File: src/rtl/motor_pkg.sv
// Shared motor constants: direction codes (common with the PWM driver), decoder states, quadrature phase helper.
// Pure definitions, no timing or flow-control behaviour.
package motor_pkg;

  localparam logic [1:0] DIR_FWD  = 2'b11;
  localparam logic [1:0] DIR_BWD  = 2'b00;
  localparam logic [1:0] DIR_HALT = 2'b01;

  typedef enum logic {INIT, RUN} dec_state_t;

  // Position of an {A,B} level along the forward cycle 00->01->11->10.
  function automatic logic [1:0] quad_phase(input logic [1:0] ab);
    case (ab)
      2'b00:   return 2'd0;
      2'b01:   return 2'd1;
      2'b11:   return 2'd2;
      default: return 2'd3;
    endcase
  endfunction

endpackage

File: src/rtl/enc_input_filter.sv
// Two-flop synchroniser plus persistence filter for one encoder channel.
// Pin edge reaches dout after 2+FILT_LEN cycles; pulses shorter than FILT_LEN synced cycles are dropped; no backpressure.
module enc_input_filter #(
  parameter int FILT_LEN = 4
) (
  input  logic clk,
  input  logic rst,
  input  logic din,
  output logic dout
);

  localparam int CW = (FILT_LEN > 1) ? $clog2(FILT_LEN) : 1;
  localparam logic [CW-1:0] CNT_LAST = CW'(FILT_LEN - 1);

  logic          sync1;
  logic          sync2;
  logic [CW-1:0] cnt;

  always_ff @(posedge clk) begin
    if (rst) begin
      sync1 <= 1'b0;
      sync2 <= 1'b0;
      dout  <= 1'b0;
      cnt   <= '0;
    end else begin
      sync1 <= din;
      sync2 <= sync1;
      if (sync2 != dout) begin
        if (cnt == CNT_LAST) begin
          dout <= sync2;
          cnt  <= '0;
        end else begin
          cnt <= cnt + 1'b1;
        end
      end else begin
        cnt <= '0;
      end
    end
  end

endmodule

File: src/rtl/motor_encoder_reader.sv
// Quadrature encoder reader: x4 position, windowed signed speed, measured direction, error count; optional stall flag
// under `MOTOR_STALL_DETECT_EN. Step visible on position one cycle after the filtered edge; no backpressure.
module motor_encoder_reader
  import motor_pkg::*;
#(
  parameter int FILT_LEN      = 4,
  parameter int GATE_CYCLES   = 1000,
  parameter int POS_W         = 16,
  parameter int SPD_W         = 12,
  parameter int STALL_WINDOWS = 5
) (
  input  logic             clk_100kHz,
  input  logic             rst,
  input  logic             enc_a,
  input  logic             enc_b,
  input  logic             pos_clr,
  input  logic [1:0]       cmd_dir,
  output logic [POS_W-1:0] position,
  output logic [SPD_W-1:0] speed,
  output logic             speed_valid,
  output logic [1:0]       meas_dir,
  output logic [7:0]       err_cnt,
  output logic             stall
);

  localparam int IW = $clog2(FILT_LEN + 3);
  localparam logic [IW-1:0] INIT_LAST = IW'(FILT_LEN + 2);
  localparam int WW = $clog2(GATE_CYCLES);
  localparam logic [WW-1:0] WIN_LAST = WW'(GATE_CYCLES - 1);
  localparam logic signed [SPD_W-1:0] SPD_MAX = {1'b0, {(SPD_W-1){1'b1}}};
  localparam logic signed [SPD_W-1:0] SPD_MIN = {1'b1, {(SPD_W-2){1'b0}}, 1'b1};

  logic filt_a;
  logic filt_b;

  enc_input_filter #(.FILT_LEN(FILT_LEN)) u_filt_a (
    .clk  (clk_100kHz),
    .rst  (rst),
    .din  (enc_a),
    .dout (filt_a)
  );

  enc_input_filter #(.FILT_LEN(FILT_LEN)) u_filt_b (
    .clk  (clk_100kHz),
    .rst  (rst),
    .din  (enc_b),
    .dout (filt_b)
  );

  dec_state_t              state_q;
  dec_state_t              state_d;
  logic [IW-1:0]           init_cnt;
  logic [1:0]              prev_ab;
  logic [1:0]              cur_ab;
  logic [1:0]              phase_diff;
  logic                    step_inc;
  logic                    step_dec;
  logic                    step_err;
  logic [WW-1:0]           win_cnt;
  logic                    win_close;
  logic signed [SPD_W-1:0] acc;
  logic signed [SPD_W-1:0] acc_next;

  assign cur_ab     = {filt_a, filt_b};
  assign phase_diff = quad_phase(cur_ab) - quad_phase(prev_ab);
  assign win_close  = (win_cnt == '0);

  always_comb begin
    state_d  = state_q;
    step_inc = 1'b0;
    step_dec = 1'b0;
    step_err = 1'b0;
    case (state_q)
      INIT: begin
        if (init_cnt == INIT_LAST) state_d = RUN;
      end
      RUN: begin
        case (phase_diff)
          2'd1:    step_inc = 1'b1;
          2'd3:    step_dec = 1'b1;
          2'd2:    step_err = 1'b1;
          default: ;
        endcase
      end
      default: state_d = INIT;
    endcase
  end

  always_ff @(posedge clk_100kHz) begin
    if (rst) begin
      state_q  <= INIT;
      init_cnt <= '0;
      prev_ab  <= 2'b00;
    end else begin
      state_q <= state_d;
      prev_ab <= cur_ab;
      if (state_q == INIT) init_cnt <= init_cnt + 1'b1;
    end
  end

  always_ff @(posedge clk_100kHz) begin
    if (rst) begin
      position <= '0;
      err_cnt  <= '0;
    end else begin
      if (pos_clr)       position <= '0;
      else if (step_inc) position <= position + POS_W'(1);
      else if (step_dec) position <= position - POS_W'(1);
      if (step_err && err_cnt != 8'hFF) err_cnt <= err_cnt + 8'd1;
    end
  end

  // Saturating accumulator; the closing window includes the step of its last cycle.
  always_comb begin
    acc_next = acc;
    if (step_inc && acc != SPD_MAX)      acc_next = acc + SPD_W'(1);
    else if (step_dec && acc != SPD_MIN) acc_next = acc - SPD_W'(1);
  end

  always_ff @(posedge clk_100kHz) begin
    if (rst) begin
      win_cnt     <= WIN_LAST;
      acc         <= '0;
      speed       <= '0;
      speed_valid <= 1'b0;
      meas_dir    <= DIR_HALT;
    end else if (win_close) begin
      win_cnt     <= WIN_LAST;
      acc         <= '0;
      speed       <= acc_next;
      speed_valid <= 1'b1;
      if (acc_next > 0)      meas_dir <= DIR_FWD;
      else if (acc_next < 0) meas_dir <= DIR_BWD;
      else                   meas_dir <= DIR_HALT;
    end else begin
      win_cnt     <= win_cnt - 1'b1;
      acc         <= acc_next;
      speed_valid <= 1'b0;
    end
  end

`ifdef MOTOR_STALL_DETECT_EN
  localparam int SW = $clog2(STALL_WINDOWS + 1);
  localparam logic [SW-1:0] STALL_MAX = SW'(STALL_WINDOWS);

  logic [SW-1:0] stall_cnt;

  always_ff @(posedge clk_100kHz) begin
    if (rst) begin
      stall_cnt <= '0;
    end else if (win_close) begin
      if ((cmd_dir == DIR_FWD || cmd_dir == DIR_BWD) && acc_next == '0) begin
        if (stall_cnt != STALL_MAX) stall_cnt <= stall_cnt + 1'b1;
      end else begin
        stall_cnt <= '0;
      end
    end
  end

  assign stall = (stall_cnt == STALL_MAX);
`else
  logic unused_cmd_dir;
  assign unused_cmd_dir = ^cmd_dir;
  assign stall          = 1'b0;
`endif

endmodule
File: config.mk
export PLATFORM = sky130hd
export DESIGN_NAME = motor_encoder_reader
export DESIGN_NICKNAME = d
export VERILOG_FILES = /design/src/rtl/motor_pkg.sv /design/src/rtl/enc_input_filter.sv /design/src/rtl/motor_encoder_reader.sv
export SDC_FILE = /design/constraint.sdc
export NUM_CORES = 1
export LEC_CHECK = 0
export BUFFER_PORTS_ARGS = -buffer_cell sky130_fd_sc_hd__buf_2
export CORE_AREA = 4 4 99 101
export CTS_CLUSTER_DIAMETER = 200
export CTS_CLUSTER_SIZE = 16
export DETAILED_ROUTE_END_ITERATION = 10
export DIE_AREA = 0 0 103 105
export GPL_TIMING_DRIVEN = 0
export PLACE_DENSITY = 0.67
export SYNTH_ARGS = -nofsm -noshare
export SYNTH_HDL_FRONTEND = slang
export SYNTH_SLANG_ARGS = --single-unit
export TNS_END_PERCENT = 50
File: constraint.sdc
create_clock -name clk_100kHz -period 5.5 [get_ports clk_100kHz]
set_input_delay 0.55 -clock clk_100kHz [delete_from_list [all_inputs] [get_ports clk_100kHz]]
set_output_delay 0.55 -clock clk_100kHz [all_outputs]
set_load 0.05 [all_outputs]
==> metrics.txt, run 1 <==
status=completed; mapped cell area=3970 um2; Layout fillers=883; Seq. cell area=1540 um2; DRT antenna net count=0; Slew Viols, Final=0; worst vdd ir=132 uV; IO Pins=47; initial antenna violation count=0; post-CTS sizing=0; area leader, netlist=dfxtp_1; Final Instance Area=4500 um2; share of the synthesized area in the top cell type=0.389; Worst path most repeated cell=ha_1; Final Cycle Share=0.779; vias in the first global route=3131; setup repair after global routing missed its margin=false; Critical Path Start Type=flip-flop; Detail Placement HPWL=6110 um; critical-path cell list=inv_1 > ha_1 > ha_1 > nor2b_1 > clkbuf_1 > nand2_1 > ha_1 > a21o_1 > a2111o_1 > o221ai_2 > a21oi_1 > a31oi_1 > xnor2_1 > or3_1 > a21oi_1; count of state elements after synthesis=77; total track usage=0.157; Worst Max-Slew Pin Slew=0.593 ns; EDFF count, synth=0; final setup fails=0; Max Cap Violations=0; drt wl/cell=13.2 um; crit path capture type=flip-flop; share of post-route cells with drive strength above 1=0.156; Multi-input gate area=2280 um2; Die Span X=103 um; total CTS buffers=9; Avg Vias per Cell=5.26; Die Span Y=105 um; Post-CTS Hold Buffers=0; fmax=234 MHz; HP Class=reg2reg; htree depth=3; # nets final=532; DRC=0; syn_area_per_cell=8.98 um2; post-CTS setup buffer count=0; Crit Path Category=reg2reg; die area=10800 um2; 1st-pass router iterations=4; area grow syn2layout=13.4%; Placed Area=4320 um2; Post-synth top flop=dfxtp_1; WL final=8090 um; largest net degree at the start of global routing=16; clk_skew=0.0143 ns; Crit Path Max Fanout=15; vias post-DR=3214; I/O Buffers=42; critical path required time=5.78 ns; ant diodes=0; DRT iter0 DRCs=152; Final Critical Period=4.28 ns; clk buf depth=2; Syn Inst Count=442; Fin. Hold Viols=0; Site Rows=35; CP max stage cell=ha_1; syn nets=479; CTS tree=built; routability cong.=0.859; share of synthesized registers carrying an async set or reset=0; first-pass GRT wire length=13900 um; YS warnings=0; Reg clk slew, reported paths=0.09 ns; ranking of synthesized cells by area=dfxtp_1, ha_1, nor2_1; setup TNS=0 ns; Root Driver=clkbuf_8; CTS Sinks=77; Worst EP arrival=4.56 ns; Initial Utilization=0.440; sequential area share after synthesis=0.389; max incr delay on CP=0.50 ns; later-pin clock latency in the skew report=0.36 ns; Rel. slew slack=0.604; total gr overflow=0; unique cell type count in the Yosys netlist=62; PD cells=221 nW/um2; core area=9020 um2; leakage power=1.93 nW
[report_power, final]
part           total [W]  leakage, nW  switching, W  internal (W)
clock           0.000395       0.0829      0.000226      0.000169
combinational  0.0000299         1.22     0.0000195     0.0000103
sequential      0.000567        0.623    0.00000405      0.000563
[routing by layer]
| layer | vias to the layer above | wire length [um] | GRT usage |
|---|---|---|---|
| li1 | 1644 | - | - |
| met1 | 1492 | 3810 | 0.198 |
| met2 | 68 | 3810 | 0.260 |
| met3 | 10 | 354 | 0.0360 |
| met4 | 0 | 123 | 0.0555 |
| met5 | - | 0 | 0 |
[synthesized netlist by cell type (all sizes together), types with 3 or more instances]
| master | count |
|---|---|
| buf | 5 |
| xor2 | 11 |
| or2 | 5 |
| or3 | 10 |
| a31oi | 5 |
| a21oi | 21 |
| nor3 | 6 |
| o21ai | 12 |
| o31ai | 3 |
| clkbuf | 12 |
| nand4 | 5 |
| nand2b | 5 |
| nor2b | 8 |
| a21boi | 3 |
| a211oi | 6 |
| and3 | 10 |
| a21o | 3 |
| dfxtp | 77 |
| nor4 | 6 |
| inv | 17 |
| nor2 | 55 |
| o21a | 3 |
| xnor2 | 22 |
| a22o | 3 |
| and2 | 10 |
| nand3 | 17 |
| ha | 29 |
| nand2 | 37 |
| mux2i | 10 |
[critical path: cells and delay by family, from the launching register on]
family	cells	cell delay (ns)
simple gates	3	0.89
buf+inv	2	0.35
flops	1	0.39
fa+ha+maj	3	1.12
compound gates	6	1.36
xor+xnor	1	0.10
[sequential cells by signal, indices dropped and copies added, names as in the netlist, 2 cells and up]
| name | flops |
|---|---|
| position | 16 |
| acc | 12 |
| speed | 12 |
| win_cnt | 10 |
| err_cnt | 8 |
| init_cnt | 3 |
| meas_dir | 2 |
| prev_ab | 2 |
| u_filt_a.cnt | 2 |
| u_filt_b.cnt | 2 |
[per-stage QoR]
stage / worst slack (ns) / instances / power, W / util / hold WS (ns)
after global routing: 0.924 / 611 / 0.00103 / 0.499 / 0.398
after detailed placement: 1.22 / 595 / 0.000610 / 0.479 / 0.386
after floorplan: 1.78 / 442 / 0.000602 / - / 0.372
final: 1.22 / 611 / 0.000992 / 0.499 / 0.406
after global placement: 1.25 / 595 / 0.000609 / 0.479 / 0.381
after CTS: 1.19 / 611 / 0.00101 / 0.499 / 0.394
[final timing paths]
path	cells after the start	slack, ns	end	startpoint
setup / recovery	15	1.22	position[15]$_SDFFE_PP0P_	u_filt_b.dout$_SDFFE_PP0P_
hold / removal	1	0.41	win_cnt[0]$_SDFF_PP1_	win_cnt[0]$_SDFF_PP1_
setup reg to reg	15	1.22	position[15]$_SDFFE_PP0P_	u_filt_b.dout$_SDFFE_PP0P_
hold reg to reg	1	0.41	win_cnt[0]$_SDFF_PP1_	win_cnt[0]$_SDFF_PP1_
[placed cells by master (no fill, tap or decap), types with 3 or more instances in the layout]
master	n
xor2_1	11
nor2b_1	8
a21boi_0	3
inv_6	3
xnor2_1	22
nor4_1	6
nand3_1	17
nand4_1	5
nor3_1	4
dfxtp_1	77
mux2i_1	10
nor2_1	54
and3_1	9
a21o_1	3
nand2b_1	5
or2_2	5
a31oi_1	4
a22o_1	3
clkbuf_1	12
nand2_1	37
clkbuf_8	9
o21a_1	3
o31ai_1	3
ha_1	29
or3_1	9
clkinvlp_4	3
buf_2	44
a21oi_1	20
and2_1	10
inv_1	17
o21ai_0	12
a211oi_1	5
[cell families after synthesis]
logic type      after synthesis  synth area share
simple gates                180             0.232
flops                        77             0.389
compound gates               75             0.137
xor+xnor                     35            0.0845
buf+inv                      34            0.0356
fa+ha+maj                    30            0.0965
mux                          10            0.0252
other cells                   1          0.000945
[final cells by class]
type | count | share of cell area
buffer | 17 | 0.0172
clock inverter | 7 | 0.0128
multi-input combinational | 331 | 0.508
tap | 111 | 0.0309
sequential | 77 | 0.343
inverter | 17 | 0.0142
clock buffer | 9 | 0.0275
timing repair buffer | 42 | 0.0467
(Power assumes the default switching activity.)
==> run 2: changes to the inputs <==
clock period = 4.4 ns   (was 5.5 ns; I/O delays follow)
==> run 2 against run 1 <==
Against the previous run: critical path depth unchanged; first-iteration DRC count increased by 2.0%; sequential cell count unchanged; highest routed layer unchanged; register-to-register slack got worse by 0.90 ns; count of clock-buffer cells in the layout unchanged.
==> metrics.txt, run 2 (synthesis gave the netlist of run 1 again) <==
status=completed (unchanged); number of flip-flops under the largest register name=16 (unchanged); Reg clk slew, reported paths=0.08 ns (was 0.09 ns); crit path capture type=flip-flop (unchanged); Rel. slew slack=0.617 (was 0.604); Die Span Y=105 um (unchanged); Final Power=0.00124 W (was 0.000992 W); Slew Viols, Final=0 (unchanged); Max Cap Violations=0 (unchanged); largest registers=position x16, acc x12, speed x12 (unchanged); Layout fillers=883 (unchanged); htree depth=3 (unchanged); Bufs and invs on worst path=2 (unchanged); largest net degree at the start of global routing=16 (unchanged); Critical Path Start Type=flip-flop (unchanged); WL final=8100 um (was 8090 um); DRT iter0 DRCs=155 (was 152); hold_ws=0.296 ns (was 0.406 ns); HP Class=in2reg (was reg2reg); CTS Sinks=77 (unchanged); # nets final=532 (unchanged); DRC=0 (unchanged); clk_skew=0.0146 ns (was 0.0143 ns); drt wl/cell=13.3 um (was 13.2 um); most frequent cells in the layout=dfxtp_1, nor2_1, buf_2 (unchanged); Root Driver=clkbuf_8 (unchanged); routability cong.=0.859 (unchanged); PD cells=276 nW/um2 (was 221 nW/um2); core area=9020 um2 (unchanged); critical path required time=4.68 ns (was 5.78 ns); Crit Path Category=reg2reg (unchanged); clk buf depth=2 (unchanged); vias in the first global route=3131 (unchanged); Initial Utilization=0.440 (unchanged); CP delay by family, top=compound AO/OA/AOI/OAI gates (unchanged); ant diodes=0 (unchanged); share of post-route cells with drive strength above 1=0.158 (was 0.156); initial antenna violation count=0 (unchanged); leakage power=1.93 nW (about the same); max incr delay on CP=0.43 ns (was 0.50 ns); worst vdd ir=165 uV (was 132 uV); first-pass GRT wire length=13900 um (unchanged); critical-path cell list=inv_1 > ha_1 > ha_1 > nor2b_1 > clkbuf_1 > nand2_2 > ha_1 > a21o_1 > a2111o_1 > o221ai_2 > a21oi_1 > a31oi_1 > xnor2_1 > or3_1 > a21oi_1 (was inv_1 > ha_1 > ha_1 > nor2b_1 > clkbuf_1 > nand2_1 > ha_1 > a21o_1 > a2111o_1 > o221ai_2 > a21oi_1 > a31oi_1 > xnor2_1 > or3_1 > a21oi_1); area grow syn2layout=13.4% (about the same); Final Cycle Share=0.929 (was 0.779); CTS tree=built (unchanged); Die Span X=103 um (unchanged); commonest non-fill, non-tap cell in the layout=dfxtp_1 (unchanged); DRT antenna net count=0 (unchanged); final setup fails=0 (unchanged); fmax=245 MHz (was 234 MHz); IO Pins=47 (unchanged); Fin. Hold Viols=0 (unchanged); Placed Area=4320 um2 (unchanged); Worst EP arrival=4.37 ns (was 4.56 ns); setup repair after global routing missed its margin=false (unchanged); Worst path most repeated cell=ha_1 (unchanged); total track usage=0.157 (unchanged); vias post-DR=3188 (was 3214); later-pin clock latency in the skew report=0.36 ns (about the same); total CTS buffers=9 (unchanged); Detail Placement HPWL=6110 um (unchanged); die area=10800 um2 (unchanged); setup TNS=0 ns (unchanged); Site Rows=35 (unchanged); Final Critical Period=4.09 ns (was 4.28 ns); Avg Vias per Cell=5.22 (was 5.26); Worst Max-Slew Pin Slew=0.574 ns (was 0.593 ns); Crit Path Max Fanout=15 (unchanged); Final Instance Area=4500 um2 (about the same); I/O Buffers=42 (unchanged); Largest Register=position (unchanged); 1st-pass router iterations=5 (was 4); CP max stage cell=ha_1 (unchanged); total gr overflow=0 (unchanged); post-CTS setup buffer count=0 (unchanged)
run 2: cell counts in the layout (fill, tap and decap cells not counted):
No cell type changed its count.
run 2: power by group:
part	leakage (nW)	total (W)	internal, W	switching, W
Combinational	1.22	0.0000373	0.0000129	0.0000244
Sequential	0.623	0.000709	0.000704	0.00000506
Clock	0.0829	0.000496	0.000211	0.000284
Total	1.93	0.00124	0.000928	0.000314
run 2: path summary, 6_finish.rpt:
| kind | cells past startpoint | startpoint | endpoint | slack [ns] |
|---|---|---|---|---|
| worst min-delay path | 2 | enc_b | u_filt_b.sync1$_SDFF_PP0_ | 0.30 |
| worst max-delay path | 15 | u_filt_b.dout$_SDFFE_PP0P_ | position[15]$_SDFFE_PP0P_ | 0.31 |
| worst min register to register | 1 | win_cnt[0]$_SDFF_PP1_ | win_cnt[0]$_SDFF_PP1_ | 0.41 |
| worst max register to register | 15 | u_filt_b.dout$_SDFFE_PP0P_ | position[15]$_SDFFE_PP0P_ | 0.31 |
run 2: cell type report:
cell class                      instances  area [um2]  share of cell area
Buffer                                 17        77.6              0.0172
Clock buffer                            9         124              0.0275
Clock inverter                          7        57.6              0.0128
Inverter                               17        63.8              0.0142
Multi-Input combinational cell        331        2290               0.508
Sequential cell                        77        1540               0.343
Tap cell                              111         139              0.0309
Timing Repair Buffer                   42         210              0.0467
run 2: what timing repair did:
action / 4_1_cts / 5_1_grt
gates resized for setup: 0 / 1
hold buffers: 0 / 0
endpoints found under the hold margin: 0 / 0
endpoints found under the setup margin: 0 / 4
run 2: stage by stage:
step / worst slack (ns) / std cells / util
5_1_grt: 0.0531 / 611 / 0.499
3_5_place_dp: 0.116 / 595 / 0.479
3_3_place_gp: 0.151 / 595 / 0.479
6_report: 0.313 / 611 / 0.499
4_1_cts: 0.0926 / 611 / 0.499
2_1_floorplan: 0.680 / 442 / -
run 2: layer usage:
| metal | wire length (um) | track usage | up-vias |
|---|---|---|---|
| met4 | 131 | 0.0555 | 0 |
| met3 | 355 | 0.0360 | 11 |
| met2 | 3810 | 0.260 | 57 |
| met5 | 0 | 0 | - |
| met1 | 3800 | 0.198 | 1479 |
| li1 | - | - | 1641 |
